$ cat src/rtl/shreg_tx_ctrl_pkg.sv
// rtl/shreg_tx_ctrl_pkg.sv - FSM state encodings, serial idle level and width helper for shreg_tx_ctrl
package shreg_tx_ctrl_pkg;

  typedef enum logic [1:0] {
    S_IDLE  = 2'd0,
    S_SHIFT = 2'd1,
    S_PAR   = 2'd2,
    S_FIN   = 2'd3
  } state_t;

  localparam logic SO_IDLE = 1'b0;

  // A single-cycle bit period still needs a 1-bit tick register.
  function automatic int tick_w(input int div);
    return (div > 1) ? $clog2(div) : 1;
  endfunction

endpackage

$ cat src/rtl/shreg_cell.sv
// rtl/shreg_cell.sv - single enabled flip-flop cell with async active-low clear
module shreg_cell (
  input  logic clk,
  input  logic clr_n,
  input  logic ce,
  input  logic d,
  output logic q
);

  always_ff @(posedge clk or negedge clr_n) begin
    if (!clr_n)
      q <= 1'b0;
    else if (ce)
      q <= d;
  end

endmodule

$ cat src/rtl/shreg_nbit.sv
// rtl/shreg_nbit.sv - WIDTH-bit load/shift register built from shreg_cell; exposes head and next-head bits
module shreg_nbit #(
  parameter int WIDTH = 4,
  parameter bit LEFT  = 1'b1
) (
  input  logic             clk,
  input  logic             clr_n,
  input  logic             en,
  input  logic             ld,
  input  logic             sh,
  input  logic [WIDTH-1:0] d,
  output logic             head,
  output logic             nxt
);

  logic [WIDTH-1:0] q;
  logic [WIDTH-1:0] fill;
  logic             ce;

  assign ce = en & (ld | sh);

  // Bits move toward the head; zeros enter at the far end.
  for (genvar i = 0; i < WIDTH; i++) begin : g_bit
    if (LEFT) begin : g_left
      if (i == 0) begin : g_end
        assign fill[i] = 1'b0;
      end else begin : g_mid
        assign fill[i] = q[i-1];
      end
    end else begin : g_right
      if (i == WIDTH-1) begin : g_end
        assign fill[i] = 1'b0;
      end else begin : g_mid
        assign fill[i] = q[i+1];
      end
    end

    shreg_cell u_cell (
      .clk   (clk),
      .clr_n (clr_n),
      .ce    (ce),
      .d     (ld ? d[i] : fill[i]),
      .q     (q[i])
    );
  end

  assign head = LEFT ? q[WIDTH-1] : q[0];
  assign nxt  = LEFT ? q[WIDTH-2] : q[1];

endmodule

$ cat src/rtl/shreg_tx_ctrl.sv
// rtl/shreg_tx_ctrl.sv - parallel-to-serial transmit sequencer; SHREG_PARITY_EN appends an even-parity bit
module shreg_tx_ctrl
  import shreg_tx_ctrl_pkg::*;
#(
  parameter int WIDTH     = 4,
  parameter int DIV       = 1,
  parameter int MSB_FIRST = 1
) (
  input  logic             CLK,
  input  logic             CLR_N,
  input  logic             EN,
  input  logic [WIDTH-1:0] DIN,
  input  logic             DIN_VALID,
  output logic             DIN_READY,
  output logic             SO,
  output logic             SO_STB,
  output logic             BUSY,
  output logic             DONE
);

  localparam int TW = tick_w(DIV);
  localparam int BW = $clog2(WIDTH) + 1;
  localparam logic [TW-1:0] TICK_LAST = TW'(DIV - 1);
  localparam logic [BW-1:0] BIT_LAST  = BW'(WIDTH - 1);

  state_t        state, state_n;
  logic [TW-1:0] tick, tick_n;
  logic [BW-1:0] bcnt, bcnt_n;
  logic          so_q, so_n;
  logic          armed;
  logic          ld, sh;
  logic          head, nxt;
  logic          tick_end, bit_last;
`ifdef SHREG_PARITY_EN
  logic          par_q, par_n;
`endif

  shreg_nbit #(
    .WIDTH (WIDTH),
    .LEFT  (MSB_FIRST != 0)
  ) u_sr (
    .clk   (CLK),
    .clr_n (CLR_N),
    .en    (EN),
    .ld    (ld),
    .sh    (sh),
    .d     (DIN),
    .head  (head),
    .nxt   (nxt)
  );

  assign tick_end = (tick == TICK_LAST);
  assign bit_last = (bcnt == BIT_LAST);

  always_ff @(posedge CLK or negedge CLR_N) begin
    if (!CLR_N) begin
      state <= S_IDLE;
      tick  <= '0;
      bcnt  <= '0;
      so_q  <= SO_IDLE;
      armed <= 1'b0;
`ifdef SHREG_PARITY_EN
      par_q <= 1'b0;
`endif
    end else begin
      state <= state_n;
      tick  <= tick_n;
      bcnt  <= bcnt_n;
      so_q  <= so_n;
      armed <= armed | EN;
`ifdef SHREG_PARITY_EN
      par_q <= par_n;
`endif
    end
  end

  // SO is computed one edge ahead so the pin itself comes straight from a flop.
  always_comb begin
    state_n = state;
    tick_n  = tick;
    bcnt_n  = bcnt;
    so_n    = so_q;
    ld      = 1'b0;
    sh      = 1'b0;
`ifdef SHREG_PARITY_EN
    par_n   = par_q;
`endif
    if (EN) begin
      case (state)
        S_IDLE: begin
          if (DIN_VALID && armed) begin
            ld      = 1'b1;
            state_n = S_SHIFT;
            tick_n  = '0;
            bcnt_n  = '0;
            so_n    = (MSB_FIRST != 0) ? DIN[WIDTH-1] : DIN[0];
`ifdef SHREG_PARITY_EN
            par_n   = ^DIN;
`endif
          end
        end
        S_SHIFT: begin
          if (tick_end) begin
            tick_n = '0;
            sh     = 1'b1;
            bcnt_n = bcnt + BW'(1);
            if (bit_last) begin
`ifdef SHREG_PARITY_EN
              state_n = S_PAR;
              so_n    = par_q;
`else
              state_n = S_FIN;
              so_n    = SO_IDLE;
`endif
            end else begin
              so_n = nxt;
            end
          end else begin
            tick_n = tick + TW'(1);
          end
        end
`ifdef SHREG_PARITY_EN
        S_PAR: begin
          if (tick_end) begin
            tick_n  = '0;
            state_n = S_FIN;
            so_n    = SO_IDLE;
          end else begin
            tick_n = tick + TW'(1);
          end
        end
`endif
        S_FIN: begin
          state_n = S_IDLE;
          so_n    = SO_IDLE;
        end
        default: begin
          state_n = S_IDLE;
          so_n    = SO_IDLE;
        end
      endcase
    end
  end

  assign DIN_READY = EN & armed & (state == S_IDLE);
  assign SO        = so_q;
  assign SO_STB    = EN & ((state == S_SHIFT) | (state == S_PAR)) & (tick == '0);
  assign BUSY      = (state != S_IDLE);
  assign DONE      = EN & (state == S_FIN);

endmodule

$ cat config.mk
export PLATFORM = sky130hd
export DESIGN_NAME = shreg_tx_ctrl
export DESIGN_NICKNAME = d
export VERILOG_FILES = /design/src/rtl/shreg_tx_ctrl_pkg.sv /design/src/rtl/shreg_cell.sv /design/src/rtl/shreg_nbit.sv /design/src/rtl/shreg_tx_ctrl.sv
export SDC_FILE = /design/constraint.sdc
export NUM_CORES = 1
export LEC_CHECK = 0
export ABC_AREA = 1
export CAP_MARGIN = 30
export CORE_UTILIZATION = 48
export DETAILED_ROUTE_END_ITERATION = 8
export PLACE_DENSITY = 0.77
export SYNTH_ARGS = -nofsm -noshare
export SYNTH_HDL_FRONTEND = slang
export SYNTH_SLANG_ARGS = --single-unit
$ cat constraint.sdc
create_clock -name CLK -period 1.5 [get_ports CLK]
set_input_delay 0.45 -clock CLK [delete_from_list [all_inputs] [get_ports CLK]]
set_output_delay 0.45 -clock CLK [all_outputs]
set_load 0.005 [all_outputs]
## Word-level counts from Yosys, hierarchy flattened

Index checks and enable logic that the tools add are counted.

- Register bits: 11
- Output and inout port bits: 5

- Add/sub/neg operators: 2
- Equal/unequal tests: 7
- Muxes and demuxes: 23
- Bitwise operators: 10
- Reduce and logical (&&, ||, !) cells: 8

Operators with widths:

| kind | number |
|---|---|
| two-way mux 1 bit | 14 |
| AND reduction 4 bit | 2 |
| bitwise AND 1 bit | 6 |
| two-way mux 2 bit | 3 |
| two-way mux 3 bit | 2 |
| inequality test 2 bit, second input constant | 3 |
| case mux 3 bit (2 select lines) | 1 |
| AND reduction 3 bit | 2 |
| == test 2 bit, second input constant | 2 |
| case mux 1 bit (2 select lines) | 2 |
| case mux 2 bit (2 select lines) | 1 |
| nonzero test 2 bit | 2 |
| adder 3 x 1 -> 3 bit, second input constant | 1 |
| == test 3 x 2 -> 1 bit, second input constant | 1 |
| OR 1 bit | 3 |
| == test 2 x 1 -> 1 bit, second input constant | 1 |
| logical NOT 2 bit | 1 |
| adder 1 bit, second input constant | 1 |
| logical AND 1 bit | 1 |
| NOT 1 bit | 1 |

## Longest topological paths before layout

- Depth in word-level cells: 6
- Gate-level depth with buffers: 8
- Mapped depth without buffers: 8

## Cells and area by module

Synthesis repeated with hierarchy kept, for this count alone.

- Cell total of the unflattened synthesis: 97
- Area, all modules: 694.4 um^2

Modules (own cells, without submodules):

| module | times used | cells an instance | area an instance (um^2) | sequential area each (um^2) |
|---|---|---|---|---|
| shreg_tx_ctrl | 1 | 62 | 478.0 | 175.2 |
| shreg_cell | 4 | 5 | 40.0 | 25.0 |
| shreg_nbit | 1 | 15 | 56.3 | 0.0 |

## Least setup slack after synthesis

No wires, ideal clock.

- Path kind: reg-to-output
- Start: register state[0]
- End: output port DIN_READY
- Data arrival time: 0.835 ns
- Data required time: 1.050 ns
- Slack: 0.215 ns
- Cell stages (with the launch flop): 5
- Buffers on the path: 0
- Cells stage by stage: dfrtp_1 -> inv_1 -> ha_1 -> nand2_2 -> nor2_1

- Word-level cells in the longest chain between the ends: 2

Ends and longest elaborated chain:

| what | RTL line | RTL |
|---|---|---|
| start: declaration | shreg_tx_ctrl.sv:26 | `state_t state, state_n;` |
| start signal: assignment | shreg_tx_ctrl.sv:66 | `state <= state_n;` |
| logical NOT 2 bit | shreg_tx_ctrl.sv:145 | `assign DIN_READY = EN & armed & (state == S_IDLE);` |
| bitwise AND 1 bit | shreg_tx_ctrl.sv:145 |  |
| end: declaration | shreg_tx_ctrl.sv:14 | `output logic DIN_READY,` |

Every way passes these cells.

## Worst setup path after layout

- Start: register state[1]
- End: output port DONE

- Word-level cells in the longest chain between the ends: 2

Ends and longest elaborated chain:

| what | RTL line | RTL |
|---|---|---|
| == test 2 bit | shreg_tx_ctrl.sv:149 | `assign DONE = EN & (state == S_FIN);` |
| bitwise AND 1 bit | shreg_tx_ctrl.sv:149 |  |
| end: declaration | shreg_tx_ctrl.sv:18 | `output logic DONE` |

Every way passes these cells.

==> impl_metrics.ini <==
[route]
routed_wirelength_mm = 1.20
drc_errors = 0
dr.pass1.iters = 3
drtIter0Drc = 8
wl_per_cell_um = 9.89
via_count = 559
antenna_left = 0
vias_per_cell = 4.62

[sta]
rsz0062_at_grt = yes
period_share_pct = 107
drv_slew = 0
tightest_slew_ns = 0.439
min_period_ns = 1.60
finClkSkew_ns = 0.000697
setup_viol = 3
slew_headroom_pct = 70.6
finalWorstSetupSlack_ns = -0.103
hold_viol_final = 0
max_freq_ghz = 0.624

[synthesis]
synth.distinct_cells = 14
synth_warnings = 0
yosys_register_bits = 10
synth_nets = 98
postSynthAreaPerCell_um2 = 7.48
seq_area_frac_synth_pct = 39.4
syn_inst = 85
synth_area_um2 = 636

[global_routing]
antenna_found_initial = 0
grt_pass1_vias = 489
track_usage_pct = 20.1
grt_pass1_wl_mm = 1.97
grt_overflow = 0
grt_start_max_net_pins = 11

[cells_and_area]
drive_gt1_share_pct = 25.2
diodes = 0
final_nets = 121
stdcell_count = 121
syn_to_final_growth_pct = 34.1

[setup_path]
cp-start-kind = flip-flop
cp_slowest_cell = dfrtp_1
worstRegToRegCells = 7
critical_path_class = reg -> out
reg2reg_to = state[0]
crit_arrival_ns = 1.15
cpPeakStageDelay_ns = 0.39
worstPathRequired_ns = 1.05
crit_family = flip-flops
cp_num_buf_inv = 3
reg2reg_from = state[0]
path_cells = buf_4 -> ha_2 -> nand2_1 -> inv_1 -> buf_2
reg2reg_slack_ns = 0.15
end_kind = output port
crit_fanout = 2

[clocking]
cts_buffers = 3
cts_buffer_depth = 2
cts_num_sinks = 10
clk_pin_slew_ns = 0.06
cts_tree = yes
clock_latency_ns = 0.27
root_buffer = clkbuf_4
htree_levels = 1

[floorplanning]
coreArea_mm2 = 0.00117
ioPinCount = 13
dieHeight_um = 38.4
start_util_pct = 54.3
dieArea_mm2 = 0.00147
die_x_um = 38.4
row_count = 12

[placed_design]
dp_cells = 115
portBuffers = 12
dp_slack_ns = -0.643
dp_hpwl_um = 898
gp_congestion = 0.789

[run_status]
status = finished, violations left
violations = setup timing

[power_and_ir_drop]
p_leak_nw = 0.506
worst_ir_drop_vdd_mv = 0.997
power_density_mw_per_mm2 = 1790

[hold_path]
hold_end = bcnt[1]
hp-class = reg -> reg
hold_path_depth = 2
min_from = bcnt[1]

[flow_run]
drv_cap = 0
[final cells by class]
cell class                      instances  area (um^2)
Fill cell                              98          319
Inverter                               18         70.1
Sequential cell                        10          250
Multi-Input combinational cell         54          303
Tap cell                               14         17.5
Timing Repair Buffer                   21          175
Clock buffer                            4         36.3
[cell usage after synthesis]
cell type	instances	area (um^2)
o21ai_1	1	5.00
dfrtp_1	10	250
buf_6	1	11.3
nand2_1	29	109
nor2_1	2	7.51
inv_1	18	67.6
clkbuf_8	1	13.8
nand4_1	5	31.3
buf_4	1	7.51
or2_1	1	6.26
ha_1	5	62.6
nand3_2	1	10.0
nand2_2	3	18.8
nand3_1	7	35.0
[stage by stage]
step	area [um^2]	util, %	TNS, ns	power [W]	hold slack (ns)
floorplan	636	-	0	0.000906	0.154
global placement	793	67.7	-2.52	0.00117	0.457
detailed placement	793	67.7	-2.74	0.00119	0.465
CTS	833	71.2	-0.311	0.00146	0.484
global route	852	72.8	-0.519	0.00168	0.516
finish	852	72.8	-0.292	0.00153	0.480
[worst max path at each step]
stage | from | endpoint | slack (ns) | cells after the start
2_1_floorplan | state[0] | DIN_READY | 0.21 | 4
3_3_place_gp | EN | DIN_READY | -0.61 | 4
3_5_place_dp | EN | DIN_READY | -0.64 | 4
4_1_cts | state[1] | DONE | -0.10 | 5
5_1_grt | state[1] | DONE | -0.16 | 5
6_report | state[1] | DONE | -0.10 | 5
[tightest hold or removal path: stages (launching register included)]
cell and delay (ns):
dfrtp_1 0.35, nand2_1 0.05, nand2_1 0.05
[where the power goes]
group,total (W),leakage [nW],internal [W],switching [W]
sequential,0.000446,0.123,0.000381,0.0000649
clock,0.000242,0.0210,0.000147,0.0000948
combinational,0.000837,0.363,0.000416,0.000421
[layout by cell type, fill, tap and decap left out, drive strengths merged, types with 4 or more instances in the layout]
cell,n
nand2,32
ha,5
clkbuf,4
clkdlybuf4s50,6
nand4,5
inv,18
nand3,8
buf,13
dfrtp,10
[cell families (layout without fill, tap and decap cells)]
logic type	after synthesis	in the layout	share of synthesized area, %
compound gates	1	1	0.787
fa+ha+maj	5	5	9.84
buf+inv	21	43	15.7
flops	10	10	39.4
simple gates	48	48	34.3
[state kept, by name, summed over array words and instances, names as in the netlist]
name / count
u_sr.g_bit.u_cell.q: 3
bcnt: 3
armed: 1
state: 2
SO: 1
[what timing repair did]
action,in CTS,in global routing
pin swaps,1,0
buffers inserted,1,1
endpoints found under the setup margin,5,10
hold buffers,0,0
gates resized for setup,23,3
[per-layer routing]
layer	global-route usage, %	up-vias	wire, um
li1	-	301	-
met1	26.7	244	545
met2	30.9	9	575
met3	2.33	5	47
met4	12.9	0	29
met5	0	-	0
Note: power is estimated with default switching activity, not from simulation.
